File: config.mk
export PLATFORM = sky130hd
export DESIGN_NAME = mem_port_arbiter
export DESIGN_NICKNAME = d
export VERILOG_FILES = /design/src/rtl/mem_port_arbiter.sv
export SDC_FILE = /design/constraint.sdc
export NUM_CORES = 1
export LEC_CHECK = 0
export ABC_AREA = 1
export CORE_AREA = 5 5 151 153
export DETAILED_ROUTE_END_ITERATION = 12
export DIE_AREA = 0 0 156 158
export PLACE_DENSITY_LB_ADDON = 0.2
export SLEW_MARGIN = 15
export SYNTH_ARGS = -nofsm -noshare
export SYNTH_HDL_FRONTEND = slang
export SYNTH_SLANG_ARGS = --single-unit
File: constraint.sdc
create_clock -name clk -period 2.06 [get_ports clk]
set_input_delay 0.515 -clock clk [delete_from_list [all_inputs] [get_ports clk]]
set_output_delay 0.515 -clock clk [all_outputs]
set_load 0.05 [all_outputs]
File: src/rtl/mem_port_arbiter.sv
// mem_port_arbiter: shares one single-ported 64-bit memory between the
// instruction-fetch requester and the data (load/store) requester.
// Data wins ties because it belongs to the older instruction; a run
// counter hands the port to fetch after MAX_DM_RUN back-to-back data
// grants so fetch always makes progress. A stalled memory is aborted
// after TIMEOUT cycles and the owner still gets its done pulse.
module mem_port_arbiter #(
    parameter int ADDR_W     = 32,
    parameter int MAX_DM_RUN = 4,
    parameter int TIMEOUT    = 15
) (
    input  logic              clk,
    input  logic              rst,
    // fetch requester
    input  logic              if_req,
    input  logic [ADDR_W-1:0] if_addr,
    output logic [31:0]       if_rdata,
    output logic              if_done,
    // data requester
    input  logic              dm_req,
    input  logic              dm_we,
    input  logic [ADDR_W-1:0] dm_addr,
    input  logic [63:0]       dm_wdata,
    output logic [63:0]       dm_rdata,
    output logic              dm_done,
    // memory side
    output logic              mem_req,
    output logic              mem_we,
    output logic [ADDR_W-1:0] mem_addr,
    output logic [63:0]       mem_wdata,
    input  logic [63:0]       mem_rdata,
    input  logic              mem_ack,
    // status
    output logic              busy,
    output logic              err
);

    localparam int RUN_W = (MAX_DM_RUN < 1) ? 1 : $clog2(MAX_DM_RUN + 1);
    localparam int TO_W  = ($clog2(TIMEOUT + 1) < 4) ? 4 : $clog2(TIMEOUT + 1);

    localparam logic [RUN_W-1:0] RUN_MAX = RUN_W'(MAX_DM_RUN);
    localparam logic [TO_W-1:0]  TO_MAX  = TO_W'(TIMEOUT);

    typedef enum logic [1:0] {
        IDLE  = 2'd0,
        ISSUE = 2'd1,
        RESP  = 2'd2
    } state_e;

    typedef enum logic {
        OWN_DM = 1'b0,
        OWN_IF = 1'b1
    } owner_e;

    // Command as presented to memory; latched once at the grant edge so
    // requester-side changes cannot disturb an in-flight access.
    typedef struct packed {
        logic              we;
        logic [ADDR_W-1:0] addr;
        logic [63:0]       wdata;
    } mem_cmd_t;

    state_e           state_q, state_d;
    owner_e           owner_q;
    mem_cmd_t         cmd_q;
    logic [RUN_W-1:0] dm_run_q;
    logic [TO_W-1:0]  to_cnt_q;
    logic [TO_W-1:0]  to_inc;
    logic             abort_q;
    logic [31:0]      if_rdata_q;
    logic [63:0]      dm_rdata_q;

    logic starve;
    logic grant_dm;
    logic grant_if;
    logic ack_hit;
    logic to_hit;

    // Grant decision and ISSUE exit conditions
    always_comb begin
        starve   = if_req && (dm_run_q == RUN_MAX);
        grant_dm = (state_q == IDLE) && dm_req && !starve;
        grant_if = (state_q == IDLE) && if_req && !grant_dm;
        ack_hit  = (state_q == ISSUE) && mem_ack;
        to_inc   = to_cnt_q + TO_W'(1);
        // an ack in the last allowed cycle still wins over the abort
        to_hit   = (state_q == ISSUE) && !mem_ack && (to_inc == TO_MAX);
    end

    // Next-state logic
    always_comb begin
        state_d = state_q;
        case (state_q)
            IDLE:    if (grant_dm || grant_if) state_d = ISSUE;
            ISSUE:   if (ack_hit || to_hit)    state_d = RESP;
            RESP:    state_d = IDLE;
            default: state_d = IDLE;
        endcase
    end

    // State register
    always_ff @(posedge clk or negedge rst) begin
        if (!rst) state_q <= IDLE;
        else      state_q <= state_d;
    end

    // Latch command and owner at the grant edge; fetches never write
    always_ff @(posedge clk or negedge rst) begin
        if (!rst) begin
            owner_q <= OWN_DM;
            cmd_q   <= '0;
        end else if (grant_dm) begin
            owner_q     <= OWN_DM;
            cmd_q.we    <= dm_we;
            cmd_q.addr  <= dm_addr;
            cmd_q.wdata <= dm_wdata;
        end else if (grant_if) begin
            owner_q     <= OWN_IF;
            cmd_q.we    <= 1'b0;
            cmd_q.addr  <= if_addr;
            cmd_q.wdata <= '0;
        end
    end

    // Count consecutive data grants taken while fetch was waiting
    always_ff @(posedge clk or negedge rst) begin
        if (!rst) begin
            dm_run_q <= '0;
        end else if (grant_if) begin
            dm_run_q <= '0;
        end else if (grant_dm) begin
            if (!if_req)                dm_run_q <= '0;
            else if (dm_run_q != RUN_MAX) dm_run_q <= dm_run_q + RUN_W'(1);
        end
    end

    // Count unacknowledged ISSUE cycles; restarted for each new grant
    always_ff @(posedge clk or negedge rst) begin
        if (!rst)                                     to_cnt_q <= '0;
        else if (grant_dm || grant_if)                to_cnt_q <= '0;
        else if ((state_q == ISSUE) && !mem_ack)      to_cnt_q <= to_inc;
    end

    // Remember that the transaction now in RESP was aborted
    always_ff @(posedge clk or negedge rst) begin
        if (!rst) abort_q <= 1'b0;
        else      abort_q <= to_hit;
    end

    // Capture read data for the owner; an abort returns zero
    always_ff @(posedge clk or negedge rst) begin
        if (!rst) begin
            if_rdata_q <= '0;
            dm_rdata_q <= '0;
        end else if (ack_hit) begin
            if (owner_q == OWN_IF)
                if_rdata_q <= cmd_q.addr[2] ? mem_rdata[63:32] : mem_rdata[31:0];
            else if (!cmd_q.we)
                dm_rdata_q <= mem_rdata;
        end else if (to_hit) begin
            if (owner_q == OWN_IF) if_rdata_q <= '0;
            else                   dm_rdata_q <= '0;
        end
    end

    // Outputs decode from registered state so reset clears them at once
    always_comb begin
        mem_req   = (state_q == ISSUE);
        mem_we    = cmd_q.we;
        mem_addr  = cmd_q.addr;
        mem_wdata = cmd_q.wdata;
        if_done   = (state_q == RESP) && (owner_q == OWN_IF);
        dm_done   = (state_q == RESP) && (owner_q == OWN_DM);
        err       = (state_q == RESP) && abort_q;
        busy      = (state_q != IDLE);
        if_rdata  = if_rdata_q;
        dm_rdata  = dm_rdata_q;
    end

    // Internal invariants
    a_done_onehot: assert property (@(posedge clk) disable iff (!rst)
        !(if_done && dm_done));
    a_err_done: assert property (@(posedge clk) disable iff (!rst)
        err |-> (if_done || dm_done));
    a_cmd_stable: assert property (@(posedge clk) disable iff (!rst)
        (mem_req && $past(mem_req)) |-> ($stable(mem_addr) && $stable(mem_we) && $stable(mem_wdata)));

endmodule

==> results of run 1 <==
[metal layers]
layer	vias up	global-route usage (%)	part of all wire, %
li1	3986	-	-
met1	3924	28.8	38
met2	343	40.5	50
met3	54	7.03	9.8
met4	0	8.00	3.2
met5	-	0	0
[report_power, final]
group | switching (µW) | internal (µW) | total, µW
Clock | 1730 | 2700 | 4420
Sequential | 1000 | 5630 | 6630
Combinational | 9060 | 3690 | 12800
Total | 11800 | 12000 | 23800
[state kept, by name, summed over array words and instances, names as in the netlist, 2 cells and up]
signal,cells
dm_run_q,3
mem_wdata,64
if_rdata,32
to_cnt_q,4
mem_addr,32
dm_rdata,64
state_q,2
[metrics by stage]
step / total power [µW] / TNS [ns]
2_1_floorplan: 15100 / 0
3_3_place_gp: 20000 / -0.260
3_5_place_dp: 20100 / -0.308
4_1_cts: 24000 / -0.356
5_1_grt: 25100 / -0.0634
6_report: 23800 / 0
[critical path, cell delays in order (launching register included)]
cell and delay [ns]:
dfrtp_1 0.41, or2_4 0.31, nor2_4 0.11, buf_12 0.14
[cells in the mapped netlist (all sizes together)]
| cell type | number |
|---|---|
| o21ai | 72 |
| ha | 4 |
| or2 | 2 |
| xnor2 | 1 |
| clkbuf | 29 |
| dfrtp | 204 |
| a22o | 65 |
| nand2 | 240 |
| nor2 | 71 |
| inv | 81 |
| nand4 | 1 |
| nand3 | 172 |
| buf | 41 |
[what timing repair did]
item | 4_1_cts | 5_1_grt
pin swaps | 0 | 0
resized for setup | 103 | 9
hold buffers | 1 | 0
endpoints found under the hold margin | 30 | 0
gates cloned | 0 | 0
setup endpoints to repair | 107 | 4
[worst max-delay path by stage]
stage | start | end | cells after the start | slack (ns)
2_1_floorplan | owner_q$_DFFE_PN0P_ | if_done | 4 | 0.03
3_3_place_gp | if_req | mem_wdata[59]$_DFFE_PN0P_ | 7 | -0.02
3_5_place_dp | mem_ack | dm_rdata[20]$_DFFE_PN0P_ | 9 | -0.04
4_1_cts | state_q[0]$_DFFE_PN0P_ | busy | 3 | -0.09
5_1_grt | state_q[0]$_DFFE_PN0P_ | busy | 3 | -0.06
6_report | state_q[0]$_DFFE_PN0P_ | dm_done | 3 | 0.05
[layout make-up]
type	instances	area [µm²]
Tap cell	280	350
Clock buffer	32	679
Fill cell	1873	7640
Sequential cell	204	5110
Clock inverter	9	141
Multi-Input combinational cell	628	3090
Timing Repair Buffer	428	4100
Inverter	81	304
[cells by family (layout without fill, tap and decap cells)]
| logic type | count (synthesis) | after routing | synth area share, % |
|---|---|---|---|
| compound gates | 137 | 137 | 10.6 |
| xor+xnor | 1 | 1 | 0.0998 |
| fa+ha+maj | 4 | 4 | 0.570 |
| buf+inv | 151 | 550 | 7.14 |
| flops | 204 | 204 | 58.2 |
| simple gates | 486 | 486 | 23.4 |
==> impl_metrics.ini, run 1 <==
[sta]
rsz0062_at_grt = true
fin_crit_ns = 2.01
setup_viol = 0
timing.hold.ws_ns = 0.458
worstMarginPinSlew_ns = 0.614
slew_headroom_pct = 59.1
fin_skew_ns = 0.0191
final.period_utilization_pct = 97.7
hold_viol = 0
final_max_slew_viol_count = 0
worst_slack_ns = 0.0476
max_freq_mhz = 497

[setup_path]
criticalPathCategory = reg2out
startpoint_type = register
worstPathRequired_ns = 1.54
timing.rr.start = to_cnt_q[1]$_DFFE_PN0P_
cp_max_fo = 4
critPathCaptureType = primary output
reg2reg_slack_ns = 0.32
cp.arrival_ns = 1.50
reg2regPathDepth = 10
r2r-end = dm_rdata[20]$_DFFE_PN0P_

[global_routing]
antenna_found_initial = 0
track_usage_pct = 23.7
grt-ovfl-total = 0
grt_pass1_wl_mm = 46.7
grt_pass1_vias = 8492
grt_max_degree = 65

[die]
core_area_um2 = 21400
fp-row-count = 54
fp.dieArea_um2 = 24600
start_util_pct = 41.0
ios = 396
chipWidth_um = 156
die_h_um = 158

[detailed_routing]
vias_per_cell = 5.00
drt_iter0_markers = 415
wl_per_cell_um = 18.0
vias = 8307
routed_wl_mm = 29.9
remaining_drc_errors = 0
firstDrtPassIters = 5
final_antenna_net_count = 0

[clock_network]
clock_latency_ns = 0.53
max-clock-path-buffers = 3
cts.sink_count = 204
cts_buffers = 23
post-cts-setup-buffers = 0
cts_tree = yes
htree_levels = 1
clkTransAtPathRegs_ns = 0.07
root_buffer = clkbuf_16

[yosys]
synth_top_area_cell = dfrtp_1
syn_inst = 983
yosysWarnings = 0
synth_cell_types = 20
yosysTopAreaCellShare_pct = 58.2
avgSynthCellArea_um2 = 8.93
syn_nets = 1185
synth_seq_cells = 204
yosysSeqAreaShare_pct = 58.2
synth.top_cells.by_area = dfrtp_1, nand2_1, nand3_1
netlist_area_um2 = 8780

[place]
io_buffers = 395
place_congestion = 0.867
dp_cells = 1620
place_ws_ns = -0.0387
placed_area_um2 = 13000
dpl.hpwl_mm = 21.7

[power_and_ir_drop]
p_leak_uw = 0.00722
ir_drop_mv = 1.05
powerDensity_nw_per_um2 = 1730

[cells_and_area]
layout_common_cells = nand2_1, dfrtp_1, clkdlybuf4s50_1
mostFrequentLayoutCell = nand2_1
n_antenna_cell = 0
fin_util_pct = 64.3
nets = 1568
layout-drive-gt1-share_pct = 13.3
final_cell_area_um2 = 13800
layout.cells.non_filler = 1662
syn_to_final_growth_pct = 57.0

[run]
maxCapViolCount = 0

[outcome]
outcome = finished, final reports clean

[hold_path]
hold_class = in2async
Power figures use the tool's default switching activity.
==> run 2: changes to the inputs <==
- clock period: 2.06 -> 2.2 ns (I/O delays scaled with it)
==> run 2 against run 1 <==
Clock power is 18% lower. Flip-flop and latch count stayed put. Register-to-register slack better by 0.09 ns. Die area stayed put. Power is 10% lower. Critical path depth stayed put. First-iteration DRC count is 10% higher. Wire length is 0.27% higher. Largest power group unchanged.
==> impl_metrics.ini, run 2 (synthesized netlist as in run 1, its figures left out) <==
[outcome]
outcome = finished, final reports clean

[sta]
final_max_slew_viol_count = 0
worstMarginPinSlew_ns = 0.624
worst_slack_ns = 0.0675
setup_viol = 0
fin_skew_ns = 0.0214
rsz0062_at_grt = true
max_freq_mhz = 469
slew_headroom_pct = 58.4
hold_viol = 0
final.period_utilization_pct = 96.9
fin_crit_ns = 2.13

[power_and_ir_drop]
p_total_uw = 21400
ir_drop_mv = 0.898
p_comb_share_pct = 54.3
switching_share_pct = 50.7
clkPwrFrac_pct = 16.9
p_leak_uw = 0.00725
seq_power_share_pct = 28.7
switching_power_uw = 10800
internal_power_uw = 10600
powerDensity_nw_per_um2 = 1570

[global_routing]
antenna_found_initial = 1
grt_pass1_wl_mm = 47.0
grt_max_degree = 66
grt_pass1_vias = 8664
track_usage_pct = 23.8
grt-ovfl-total = 0

[hold_path]
hold_class = in2async

[setup_path]
timing.rr.start = to_cnt_q[1]$_DFFE_PN0P_
critPathCaptureType = primary output
worstPathRequired_ns = 1.65
reg2reg_slack_ns = 0.41
cp_max_fo = 4
r2r-end = dm_rdata[11]$_DFFE_PN0P_
reg2regPathDepth = 10
criticalPathCategory = reg2out
cp.arrival_ns = 1.58
startpoint_type = register

[cells_and_area]
fin_util_pct = 63.7
final_cell_area_um2 = 13600
nets = 1560
layout-drive-gt1-share_pct = 6.99
layout_common_cells = nand2_1, dfrtp_1, clkdlybuf4s50_1
syn_to_final_growth_pct = 55.5
fillerInstances = 1904
mostFrequentLayoutCell = nand2_1

[detailed_routing]
firstDrtPassIters = 4
wl_per_cell_um = 18.1
vias = 8312
routed_wl_mm = 29.9
drt_iter0_markers = 457
remaining_drc_errors = 0
vias_per_cell = 5.03
final_antenna_net_count = 0

[clock_network]
ctsHoldBuffers = 0
max-clock-path-buffers = 3
cts.sink_count = 204
htree_levels = 1
post-cts-setup-buffers = 0
root_buffer = clkbuf_16
clock_latency_ns = 0.51
clkTransAtPathRegs_ns = 0.06
cts_buffers = 22
cts_tree = yes

[die]
chipWidth_um = 156
fp.dieArea_um2 = 24600
start_util_pct = 41.0
die_h_um = 158
ios = 396
core_area_um2 = 21400
fp-row-count = 54

[place]
place_congestion = 0.859
place_ws_ns = 0.0208
placed_area_um2 = 13100
io_buffers = 395
dpl.hpwl_mm = 21.9

[run]
maxCapViolCount = 0
-- run 2: cell count changes in the layout (fill, tap and decap cells not counted), sizes merged, moves of 2 or more --
cell	delta
clkinv	+2
dlygate4sd2	+73
inv	-2
bufinv	-2
buf	-79
-- run 2: power by group through the flow --
stage	logic [µW]	registers [µW]	clock network, µW
CTS	11700	6150	3710
global route	12400	6340	3880
floorplan	3010	11100	0
detailed placement	12700	6210	0
global placement	12500	6210	0
finish	11600	6150	3630
-- run 2: worst max-delay path, stage by stage (launching register included) --
cell     delay [ns]
dfrtp_1        0.40
or2_2          0.34
nor2_1         0.19
buf_12         0.17
-- run 2: per-layer routing --
| layer | up-vias | track usage [%] | part of all wire (%) | routed length (µm) |
|---|---|---|---|---|
| li1 | 3968 | - | - | - |
| met1 | 3905 | 28.5 | 37 | 11200 |
| met2 | 376 | 40.6 | 49 | 14700 |
| met3 | 63 | 6.86 | 9.9 | 2970 |
| met4 | 0 | 9.34 | 3.7 | 1100 |
| met5 | - | 0 | 0 | 0 |
-- run 2: timing repair --
| item | CTS | global route |
|---|---|---|
| pin swaps | 0 | 0 |
| endpoints found under the setup margin | 176 | 4 |
| resized for setup | 176 | 0 |
-- run 2: how the worst max path moves through the flow --
stage / from / to / cells after the start
global route: state_q[0]$_DFFE_PN0P_ / if_done / 3
floorplan: owner_q$_DFFE_PN0P_ / if_done / 4
CTS: state_q[0]$_DFFE_PN0P_ / err / 3
finish: state_q[0]$_DFFE_PN0P_ / err / 3
global placement: mem_ack / dm_rdata[9]$_DFFE_PN0P_ / 8
detailed placement: mem_ack / dm_rdata[49]$_DFFE_PN0P_ / 10
-- run 2: stage by stage --
step	hold WS [ns]	instances	TNS, ns
floorplan	0.254	983	0
detailed placement	0.459	1614	0
CTS	0.0338	1653	0
global route	0.0470	1654	-0.0995
finish	0.0211	1654	0
global placement	0.453	1614	0
-- run 2: final cells by class --
cell class | count | area [µm²] | area share (%)
flip-flops and latches | 204 | 5110 | 37.4
diodes | 1 | 2.50 | 0.0183
clock inverters | 7 | 71.3 | 0.523
multi-input cells | 628 | 3060 | 22.4
repair buffers | 421 | 4100 | 30.1
well taps | 280 | 350 | 2.57
clock buffers | 32 | 648 | 4.75
inverters | 81 | 304 | 2.23
